==> src/rtl/spi_byte_master.sv <==
// Single-byte SPI mode-0 master: MSB first, runtime SCLK half-period, busy/avail handshake.
module spi_byte_master (
    input  logic        clk,
    input  logic        reset,
    input  logic [7:0]  data_in,
    input  logic        start,
    input  logic [25:0] div_factor,
    output logic        mosi,
    output logic        sclk,
    output logic        cs,
    output logic [7:0]  data_out,
    output logic        busy,
    output logic        avail
);

    localparam int unsigned DATA_W = 8;
    localparam int unsigned DIV_W  = 26;
    localparam int unsigned HALF_W = 4;

    typedef enum logic [1:0] {
        ST_IDLE,
        ST_SHIFT,
        ST_DONE,
        ST_RELEASE
    } state_t;

    state_t              r_state;
    logic [DATA_W-1:0]   r_shift;
    logic [DATA_W-1:0]   r_byte;
    logic [DIV_W-1:0]    r_div;
    logic [DIV_W-1:0]    r_cnt;
    logic [HALF_W-1:0]   r_half;
    logic                r_mosi;
    logic                r_sclk;
    logic                r_cs;
    logic [DATA_W-1:0]   r_data_out;
    logic                r_busy;
    logic                r_avail;

    logic [DIV_W-1:0]    w_div_eff;
    logic                w_half_end;
    logic                w_last_half;

    // A zero divider behaves as one clk per half-period
    assign w_div_eff   = (div_factor == '0) ? DIV_W'(1) : div_factor;
    assign w_half_end  = (r_cnt == (r_div - DIV_W'(1)));
    assign w_last_half = (r_half == HALF_W'(15));

    // Transfer sequencer: latches the byte, paces SCLK, shifts MOSI on falling edges
    always_ff @(posedge clk) begin
        if (reset) begin
            r_state    <= ST_IDLE;
            r_shift    <= '0;
            r_byte     <= '0;
            r_div      <= '0;
            r_cnt      <= '0;
            r_half     <= '0;
            r_mosi     <= 1'b0;
            r_sclk     <= 1'b0;
            r_cs       <= 1'b1;
            r_data_out <= '0;
            r_busy     <= 1'b0;
            r_avail    <= 1'b0;
        end else begin
            case (r_state)
                ST_IDLE: begin
                    if (start) begin
                        r_shift <= data_in;
                        r_byte  <= data_in;
                        r_div   <= w_div_eff;
                        r_cnt   <= '0;
                        r_half  <= '0;
                        r_cs    <= 1'b0;
                        r_busy  <= 1'b1;
                        r_sclk  <= 1'b0;
                        r_mosi  <= data_in[DATA_W-1];
                        r_state <= ST_SHIFT;
                    end
                end
                ST_SHIFT: begin
                    if (w_half_end) begin
                        r_cnt  <= '0;
                        r_half <= r_half + HALF_W'(1);
                        if (!r_sclk) begin
                            r_sclk <= 1'b1;
                        end else if (w_last_half) begin
                            r_sclk     <= 1'b0;
                            r_cs       <= 1'b1;
                            r_mosi     <= 1'b0;
                            r_avail    <= 1'b1;
                            r_data_out <= r_byte;
                            r_state    <= ST_DONE;
                        end else begin
                            r_sclk  <= 1'b0;
                            r_mosi  <= r_shift[DATA_W-2];
                            r_shift <= {r_shift[DATA_W-2:0], 1'b0};
                        end
                    end else begin
                        r_cnt <= r_cnt + DIV_W'(1);
                    end
                end
                ST_DONE: begin
                    r_avail <= 1'b0;
                    r_state <= ST_RELEASE;
                end
                ST_RELEASE: begin
                    // start must drop before another transfer can be accepted
                    if (!start) begin
                        r_busy  <= 1'b0;
                        r_state <= ST_IDLE;
                    end
                end
                default: begin
                    r_state <= ST_IDLE;
                end
            endcase
        end
    end

    assign mosi     = r_mosi;
    assign sclk     = r_sclk;
    assign cs       = r_cs;
    assign data_out = r_data_out;
    assign busy     = r_busy;
    assign avail    = r_avail;

endmodule

==> config.mk <==
export PLATFORM = sky130hd
export DESIGN_NAME = spi_byte_master
export DESIGN_NICKNAME = d
export VERILOG_FILES = /design/src/rtl/spi_byte_master.sv
export SDC_FILE = /design/constraint.sdc
export NUM_CORES = 1
export LEC_CHECK = 0
export ABC_AREA = 1
export BUFFER_PORTS_ARGS = -buffer_cell sky130_fd_sc_hd__buf_2
export CAP_MARGIN = 30
export CORE_MARGIN = 4
export CORE_UTILIZATION = 27
export DETAILED_ROUTE_END_ITERATION = 16
export PLACE_DENSITY_LB_ADDON = 0.08
export SYNTH_ARGS = -nofsm -noshare
export SYNTH_HDL_FRONTEND = slang
export SYNTH_SLANG_ARGS = --single-unit
==> constraint.sdc <==
create_clock -name clk -period 2.4 [get_ports clk]
set_clock_uncertainty 0.1 [all_clocks]
set_input_delay 0.36 -clock clk [delete_from_list [all_inputs] [get_ports clk]]
set_output_delay 0.36 -clock clk [all_outputs]
set_load 0.01 [all_outputs]
==> results of run 1 <==
flip-flops by register name (all words and copies together), names as in the netlist, 2 cells and up:
| signal | flops |
|---|---|
| r_shift | 7 |
| r_state | 2 |
| data_out | 8 |
| r_half | 4 |
| r_div | 26 |
| r_cnt | 26 |
| r_byte | 8 |
power groups by stage:
stage | Clock (W) | Combinational [W] | Sequential (W)
floorplan | 0 | 0.00209 | 0.00186
global placement | 0 | 0.00299 | 0.00190
detailed placement | 0 | 0.00299 | 0.00191
CTS | 0.00147 | 0.00331 | 0.00189
global route | 0.00154 | 0.00433 | 0.00195
finish | 0.00143 | 0.00389 | 0.00191
area by class of cell:
class                           count  area, um^2  share of cell area, %
Clock buffer                        9         225                   3.28
Sequential cell                    86        1740                   25.4
Inverter                           79         312                   4.53
Multi-Input combinational cell    579        3310                   48.1
Timing Repair inverter              1        11.3                  0.164
Clock inverter                      7        70.1                   1.02
Tap cell                          229         287                   4.17
Timing Repair Buffer              116         918                   13.4
stage by stage:
stage / util, % / hold WS, ns
after floorplan: - / 0.339
after global placement: 32.4 / 0.352
after detailed placement: 32.4 / 0.358
after CTS: 35.1 / 0.134
after global routing: 37.7 / 0.146
final: 37.7 / 0.144
tightest hold or removal path: stages:
cell	delay, ns
buf_2	0.07
inv_1	0.04
a21oi_1	0.10
layer usage:
layer	routed length [um]	track usage, %	up-vias
li1	-	-	2683
met1	7360	18.6	2385
met2	8870	28.5	92
met3	564	3.52	16
met4	298	4.61	0
met5	0	0	-
cell families (layout without fill, tap and decap cells):
family          after synthesis  count (layout)  share of synthesized area (%)
simple gates                435             439                           38.4
buf+inv                     105             212                           8.75
compound gates               86              86                           9.02
flops                        86              86                           33.9
xor+xnor                     46              46                           7.93
fa+ha+maj                     8               8                           1.97
timing repair:
action                                 in CTS  in global routing
setup endpoints to repair                  47                 50
buffers inserted                            2                  7
gates resized for setup                    34                 98
endpoints found under the hold margin       0                  0
hold buffers                                0                  0
pin swaps                                   6                 28
gates cloned                                4                  5
worst max-delay path by stage:
stage / end / start
after detailed placement: data_out[0] / r_div[0]
final: r_cnt[16] / r_div[1]
after global placement: data_out[0] / r_div[0]
after CTS: r_state[1] / r_div[0]
after floorplan: r_cnt[21] / r_state[1]
after global routing: r_shift[2] / r_div[1]
cell usage in the layout (no fill, tap or decap), types with 28 or more instances in the layout:
cell | Yosys | routed
dfxtp_1 | 86 | 72
nor2_1 | 131 | 102
buf_4 | 2 | 51
buf_2 | 3 | 49
nand3_1 | 46 | 39
xor2_1 | 29 | 29
inv_1 | 72 | 70
nand2_1 | 176 | 158
o21ai_0 | 42 | 34
nor2_2 | 7 | 28
==> flow_metrics.tcl, run 1 <==
set metrics [dict create \
    drc 0 \
    peakVddDrop_mv 0.453 \
    netSwitchingFraction_pct 44.4 \
    yosysSeqAreaShare_pct 33.9 \
    gp_congestion 0.807 \
    coreArea_um2 18200 \
    wl_um 17100 \
    cp.buffers_inverters 3 \
    hpwl_um 12400 \
    r2r_end "r_cnt[16]" \
    cpMaxStageDelayCell "dfxtp_2" \
    rsz0062_at_grt "yes" \
    relSlewSlack_pct 56.3 \
    dieArea_um2 21100 \
    finalHoldViolations 0 \
    cts.clk_slew.worst_paths_ns 0.08 \
    fin_crit_sh_pct 102 \
    htreeDepth 3 \
    hp-class "input pin to flop" \
    synth_edf_count 0 \
    p_leak_nw 3.02 \
    crit_path_max_fanout 6 \
    hp-start "data_in[1]" \
    fin_area_um2 6870 \
    die_x_um 145 \
    reg2reg_slack_ns -0.05 \
    postRouteAntennaNets 0 \
    synth_top_area_share_pct 33.9 \
    fmax_mhz 409 \
    grt_antenna_before_repair 0 \
    max_stage_delay_ns 0.34 \
    tns_ns -0.688 \
    cts_root_buffer "clkbuf_16" \
    cts_made_buffers 9 \
    grt_pass1_wl_um 26600 \
    internal_power_w 0.00402 \
    synthCells 766 \
    num_rows 49 \
    critical_path_cell_count 17 \
    syn_nets 811 \
    synth.avg_cell_area_um2 6.63 \
    grt_overflow 0 \
    pre_cts_ws_ns -0.114 \
    clk_latency_ns 0.36 \
    wl_per_cell_um 15.5 \
    yosysUniqueCellTypes 40 \
    grt_pass1_vias 5128 \
    maxCapViolations 0 \
    ys.flop_type "dfxtp_1" \
    whs_endpoint "r_byte[1]" \
    p_clk_share_pct 19.8 \
    synth_common_cells "nand2_1, nor2_1, dfxtp_1, inv_1, nand3_1" \
    port_buffers 49 \
    p_per_area_nw_per_um2 1050 \
    violations "negative setup slack" \
    setup_violations 27 \
    via_count 5176 \
    synth_top_area_cell "dfxtp_1" \
    nets 917 \
    avgViaCountPerCell 4.68 \
    netlist_area_um2 5080 \
    pin_count 50 \
    switchingPower_w 0.00321 \
    grt_start_max_net_pins 40 \
    final_max_slew_viol_count 0 \
    yosysWarnings 0 \
    hold_depth 3 \
    run_status "finished with violations" \
    post-route-min-period_ns 2.45 \
    drtPass1Iterations 5 \
    worst_pin_slew_ns 0.655 \
    crit_required_ns 2.55 \
    cp-start-kind "flop" \
    cp-end-kind "flop" \
    cts_tree "built" \
    crit_chain "inv_2, ha_4, nand2_8, nor2_4, nand3_2, nand2_2, nand2_2, nor2_2, nand3_2, nor2_2, nand3_2, nand2_4, buf_12, nand2_8, nand2_8, clkbuf_16, nor2_1" \
    ys_ff_latch 86 \
    placed_cell_area_um2 5910 \
    layout-drive-gt1-share_pct 30.0 \
    start_util_pct 27.9 \
    dp_cells 1072 \
    first_iter_violations 230 \
    p_total_w 0.00723 \
    clock-sinks 86 \
    power_frac_comb_pct 53.8 \
    r2r.worst_path.cells 17 \
    async_reset_ff_share_pct 0 \
    setup_ws_ns -0.0462 \
    reg2reg_from "r_div[1]" \
    fin_cells 1106 \
    area_growth_pct 35.4 \
    p_seq_share_pct 26.4 \
    path_class "flop to flop" \
    antenna_cells 0 \
    die_y_um 145 \
    synth_most_common_cell "nand2_1" \
    fillers 1943 \
    grt.total_usage_pct 15.7 \
    crit_arrival_ns 2.59 \
    synthTopCellsByArea "dfxtp_1, nand2_1, nor2_1" \
    path_delay_family "simple AND/OR/NAND/NOR gates" \
    cts_max_path_buffers 2 \
]
No activity file was read; power rests on OpenSTA's default activity.
==> inputs of run 2 (changes only) <==
CORE_MARGIN = not set   (was 4)
PLACE_DENSITY = 0.48   (was not set)
PLACE_DENSITY_LB_ADDON = not set   (was 0.08)
==> run 2 against run 1 <==
The run now ends clean. Sequential cell count unchanged. Core utilization decreased by 2.4 points. Sequential share of layout area increased by 1.6 points. Sequential power about the same. Hold slack improved by 0.0051 ns. Highest routed layer unchanged. Final area decreased by 6.3%. Routed wire length decreased by 12%. Combinational power decreased by 15%. Count of clock-buffer cells in the layout unchanged. Via count decreased by 3.5%. Die area decreased by 8.1%. First-iteration DRC count decreased by 25%.
==> flow_metrics.tcl, run 2 (synthesis results as in run 1) <==
set metrics [dict create \
    start_util_pct 27.9 \
    final_core_util_pct 35.4 \
    top_regs "r_cnt (26), r_div (26)" \
    whs_ns 0.149 \
    grt_antenna_before_repair 0 \
    gp_congestion 0.894 \
    grt_start_max_net_pins 33 \
    cts.clk_slew.worst_paths_ns 0.07 \
    cts_tree "built" \
    p_leak_nw 2.86 \
    port_buffers 49 \
    grt.total_usage_pct 15.6 \
    crit_required_ns 2.54 \
    path_class "flop to flop" \
    p_per_area_nw_per_um2 1030 \
    reg2reg_slack_ns 0.004 \
    cts_max_path_buffers 2 \
    first_iter_violations 172 \
    dieArea_um2 19400 \
    layout-drive-gt1-share_pct 23.8 \
    nets 900 \
    hp-class "input pin to flop" \
    grt_pass1_vias 4771 \
    fin_cells 1089 \
    wl_um 15000 \
    htreeDepth 3 \
    setup_violations 0 \
    seqCellArea_um2 1730 \
    wl_per_cell_um 13.8 \
    crit_path_max_fanout 9 \
    relSlewSlack_pct 67.5 \
    die_x_um 139 \
    dp_cells 1057 \
    crit_arrival_ns 2.54 \
    cp-end-kind "flop" \
    finalHoldViolations 0 \
    final_cell_mix "nand2_1, nor2_1, dfxtp_1" \
    worst_pin_slew_ns 0.487 \
    met1_usage_pct 19.1 \
    grt_overflow 0 \
    postRouteAntennaNets 0 \
    grt.met2_usage_pct 27.4 \
    coreArea_um2 18200 \
    grt.busiest_layer "met2" \
    die_y_um 139 \
    fillers 2002 \
    avgViaCountPerCell 4.59 \
    fin_crit_sh_pct 99.8 \
    drtPass1Iterations 7 \
    rsz0062_at_grt "yes" \
    hold_depth 3 \
    maxCapViolations 0 \
    pin_count 50 \
    peakVddDrop_mv 0.458 \
    multi_input_comb_area_um2 3120 \
    clk_latency_ns 0.35 \
    fin_area_um2 6440 \
    clock-sinks 86 \
    num_rows 49 \
    cp-start-kind "flop" \
    drc 0 \
    antenna_cells 0 \
    cts_root_buffer "clkbuf_16" \
    via_count 4995 \
    post-route-min-period_ns 2.40 \
    mostFrequentLayoutCell "nand2_1" \
    met3_usage_pct 3.38 \
    run_status "completed" \
    r2r.worst_path.cells 17 \
    final_max_slew_viol_count 0 \
    cts_made_buffers 9 \
    hpwl_um 11200 \
    grt_pass1_wl_um 23700 \
    fmax_mhz 417 \
    placed_cell_area_um2 5770 \
    area_growth_pct 26.8 \
]
[run 2: stage by stage]
stage,setup WS (ns),total power (W),setup TNS [ns]
final,0.00365,0.00660,0
after global routing,-0.172,0.00715,-4.49
after CTS,0.00144,0.00618,0
after detailed placement,-0.0756,0.00467,-0.613
after global placement,-0.0533,0.00470,-0.520
after floorplan,0.186,0.00395,0
[run 2: routing by layer]
metal	vias to the layer above	wire (um)	share of wire, %
met1	2267	7030	47
met4	0	215	1.4
met2	73	7290	49
met5	-	0	0
met3	15	449	3.0
li1	2640	-	-
[run 2: area by class of cell]
cell class                 count  share of cell area, %
tap                          229                   4.45
sequential                    86                   26.9
multi-input combinational    577                   48.5
clock inverter                 7                   1.11
clock buffer                   9                   3.50
inverter                      79                   4.72
timing repair buffer         102                   10.7
[run 2: critical path, cell delays in order (launching register included)]
cell,delay [ns]
dfxtp_2,0.34
inv_4,0.08
ha_4,0.15
nand2_4,0.08
nor2_4,0.21
buf_6,0.16
nand3_1,0.06
nand2_1,0.08
nand2_1,0.07
inv_2,0.05
nand3_2,0.06
nor2_2,0.11
nand3_2,0.13
nand2_4,0.18
nand2_8,0.08
nand2_2,0.13
clkbuf_16,0.18
a21oi_1,0.04
[run 2: timing repair]
item | in CTS | in global routing
endpoints found under the setup margin | 33 | 51
hold buffers | 0 | 0
gates resized for setup | 5 | 72
gates cloned | 0 | 4
pin swaps | 1 | 20
buffers inserted | 1 | 11
endpoints found under the hold margin | 0 | 0
[run 2: power by group]
group | internal, W | leakage (nW) | total [W] | switching [W]
combinational | 0.00127 | 2.01 | 0.00330 | 0.00203
clock | 0.000741 | 0.148 | 0.00142 | 0.000682
sequential | 0.00168 | 0.706 | 0.00189 | 0.000206
[run 2: worst paths after layout]
kind                               endpoint      startpoint
worst min register to register  data_out[6]     data_out[6]
worst min-delay path              r_div[12]  div_factor[12]
worst max-delay path               r_cnt[0]        r_div[0]
worst max register to register     r_cnt[0]        r_div[0]
==> inputs of run 3 (changes only) <==
CORE_MARGIN = 2   (was not set)
==> run 3 against run 2 <==
Non-clock buffer count up 8. Core utilization down 0.15 points. Largest cell class unchanged. Sequential share of layout area down 0.38 points. Global-route usage down 0.31 points. Hold slack better by 0.0035 ns. Critical path type unchanged. Register-to-register slack about the same. Largest power group unchanged. Clock power up 6%. Die area up 2.9%. Total power up 2.7%. Critical endpoint is now data_out[6]. Worst setup slack worse by 0.0036 ns. Fmax down 0.15%.
==> flow_metrics.tcl, run 3 (synthesis results as in run 1) <==
set metrics [dict create \
    die_y_um 141 \
    setup_violations 0 \
    pin_count 50 \
    seqCellArea_um2 1740 \
    fmax_mhz 417 \
    port_buffers 49 \
    grt_overflow 0 \
    finalHoldViolations 0 \
    hold_buffers 0 \
    cp-end-kind "flop" \
    worst_pin_slew_ns 0.470 \
    crit_arrival_ns 2.59 \
    cts_root_buffer "clkbuf_16" \
    mostFrequentLayoutCell "nand2_1" \
    wl_per_cell_um 13.8 \
    cts.clk_slew.worst_paths_ns 0.08 \
    p_total_w 0.00678 \
    postRouteAntennaNets 0 \
    cts_made_buffers 9 \
    dieArea_um2 19900 \
    fillers 2013 \
    drtPass1Iterations 4 \
    maxCapViolations 0 \
    placed_cell_area_um2 5880 \
    avgViaCountPerCell 4.58 \
    grt.total_usage_pct 15.3 \
    htreeDepth 3 \
    grt_pass1_wl_um 24100 \
    r2r.worst_path.cells 13 \
    post-route-min-period_ns 2.40 \
    switchingPower_w 0.00292 \
    p_seq_share_pct 28.0 \
    netSwitchingFraction_pct 43.0 \
    cts_max_path_buffers 2 \
    clock-sinks 86 \
    grt_pass1_vias 4837 \
    gp_congestion 0.888 \
    via_count 5042 \
    p_clk_share_pct 22.2 \
    fin_crit_sh_pct 100 \
    internal_power_w 0.00386 \
    layout-drive-gt1-share_pct 24.4 \
    relSlewSlack_pct 68.6 \
    cp.buffers_inverters 2 \
    multi_input_comb_area_um2 3120 \
    grt_start_max_net_pins 40 \
    coreArea_um2 18600 \
    drc 0 \
    clk_latency_ns 0.35 \
    crit_path_max_fanout 9 \
    run_status "completed" \
    p_leak_nw 2.91 \
    fin_cells 1102 \
    dp_cells 1075 \
    grt_antenna_before_repair 0 \
    top_regs "r_cnt (26), r_div (26)" \
    wl_um 15200 \
    path_delay_family "simple AND/OR/NAND/NOR gates" \
    power_frac_comb_pct 49.9 \
    nets 908 \
    hold_depth 3 \
    cp-start-kind "flop" \
    start_util_pct 27.3 \
    hp-class "input pin to flop" \
    cp_common_cell "nor2_1" \
    first_iter_violations 175 \
    final_max_slew_viol_count 0 \
    num_rows 50 \
    peakVddDrop_mv 0.373 \
    hpwl_um 11400 \
    tns_ns 0 \
    critical_path_cell_count 13 \
    fin_area_um2 6540 \
    max_stage_delay_ns 0.37 \
    path_class "flop to flop" \
    crit_chain "nor2_2, nand2_2, nor2_4, buf_12, nand2_2, nor2_1, xor2_1, nor3_1, nand4_1, nor3_2, buf_6, nor2_1, nor2_1" \
    die_x_um 141 \
    final_cell_mix "nand2_1, nor2_1, dfxtp_1" \
    antenna_cells 0 \
    rsz0062_at_grt "yes" \
    p_per_area_nw_per_um2 1040 \
    cts_tree "built" \
    crit_required_ns 2.59 \
    cpMaxStageDelayCell "dfxtp_4" \
    area_growth_pct 28.8 \
]
## run 3: cell types whose count changed in the layout (fill, tap and decap cells not counted), moves of 3 or more
cell	before	now
buf_4	46	54
dfxtp_2	10	6
nand2_1	165	161
nand2_2	16	19
nor2_1	123	120
## run 3: power by group through the flow
stage	Combinational, W	Sequential (W)	Clock [W]
after floorplan	0.00209	0.00186	0
after global placement	0.00291	0.00190	0
after detailed placement	0.00290	0.00190	0
after CTS	0.00295	0.00187	0.00155
after global routing	0.00379	0.00193	0.00161
final	0.00338	0.00190	0.00150
## run 3: cell type report
cell class,count,share of cell area [%]
Multi-Input combinational cell,577,47.7
Sequential cell,86,26.6
Timing Repair Buffer,110,11.8
Inverter,79,4.69
Tap cell,234,4.48
Clock buffer,9,3.44
Clock inverter,7,1.34
## run 3: path summary, 6_finish.rpt
kind / startpoint / to / slack, ns
min: div_factor[9] / r_div[9] / 0.15
min reg2reg: data_out[2] / data_out[2] / 0.37
max reg2reg: r_div[3] / data_out[6] / 0.00009
max: r_div[3] / data_out[6] / 0.00009
## run 3: stage by stage
stage	setup WS [ns]	util, %	hold WS [ns]
floorplan	0.186	-	0.339
global placement	-0.0616	31.7	0.356
detailed placement	-0.0888	31.7	0.355
CTS	0.0189	33.5	0.145
global route	-0.178	35.2	0.167
finish	0.0000908	35.2	0.153
## run 3: what timing repair did
action / 4_1_cts / 5_1_grt
endpoints found under the setup margin: 30 / 51
pin swaps: 3 / 19
cloned: 1 / 2
setup buffers: 0 / 8
gates resized for setup: 5 / 72
## run 3: worst register-to-register path, cell delays in order (launching register included)
cell,delay (ns)
dfxtp_4,0.37
nor2_2,0.13
nand2_2,0.08
nor2_4,0.20
buf_12,0.14
nand2_2,0.07
nor2_1,0.17
xor2_1,0.09
nor3_1,0.31
nand4_1,0.21
nor3_2,0.17
buf_6,0.18
nor2_1,0.06
nor2_1,0.08
## run 3: per-layer routing
layer	track usage, %	up-vias	part of all wire (%)
met4	4.47	0	1.1
met1	19.0	2293	46
met3	2.82	12	3.4
met2	26.9	83	49
li1	-	2654	-
met5	0	-	0
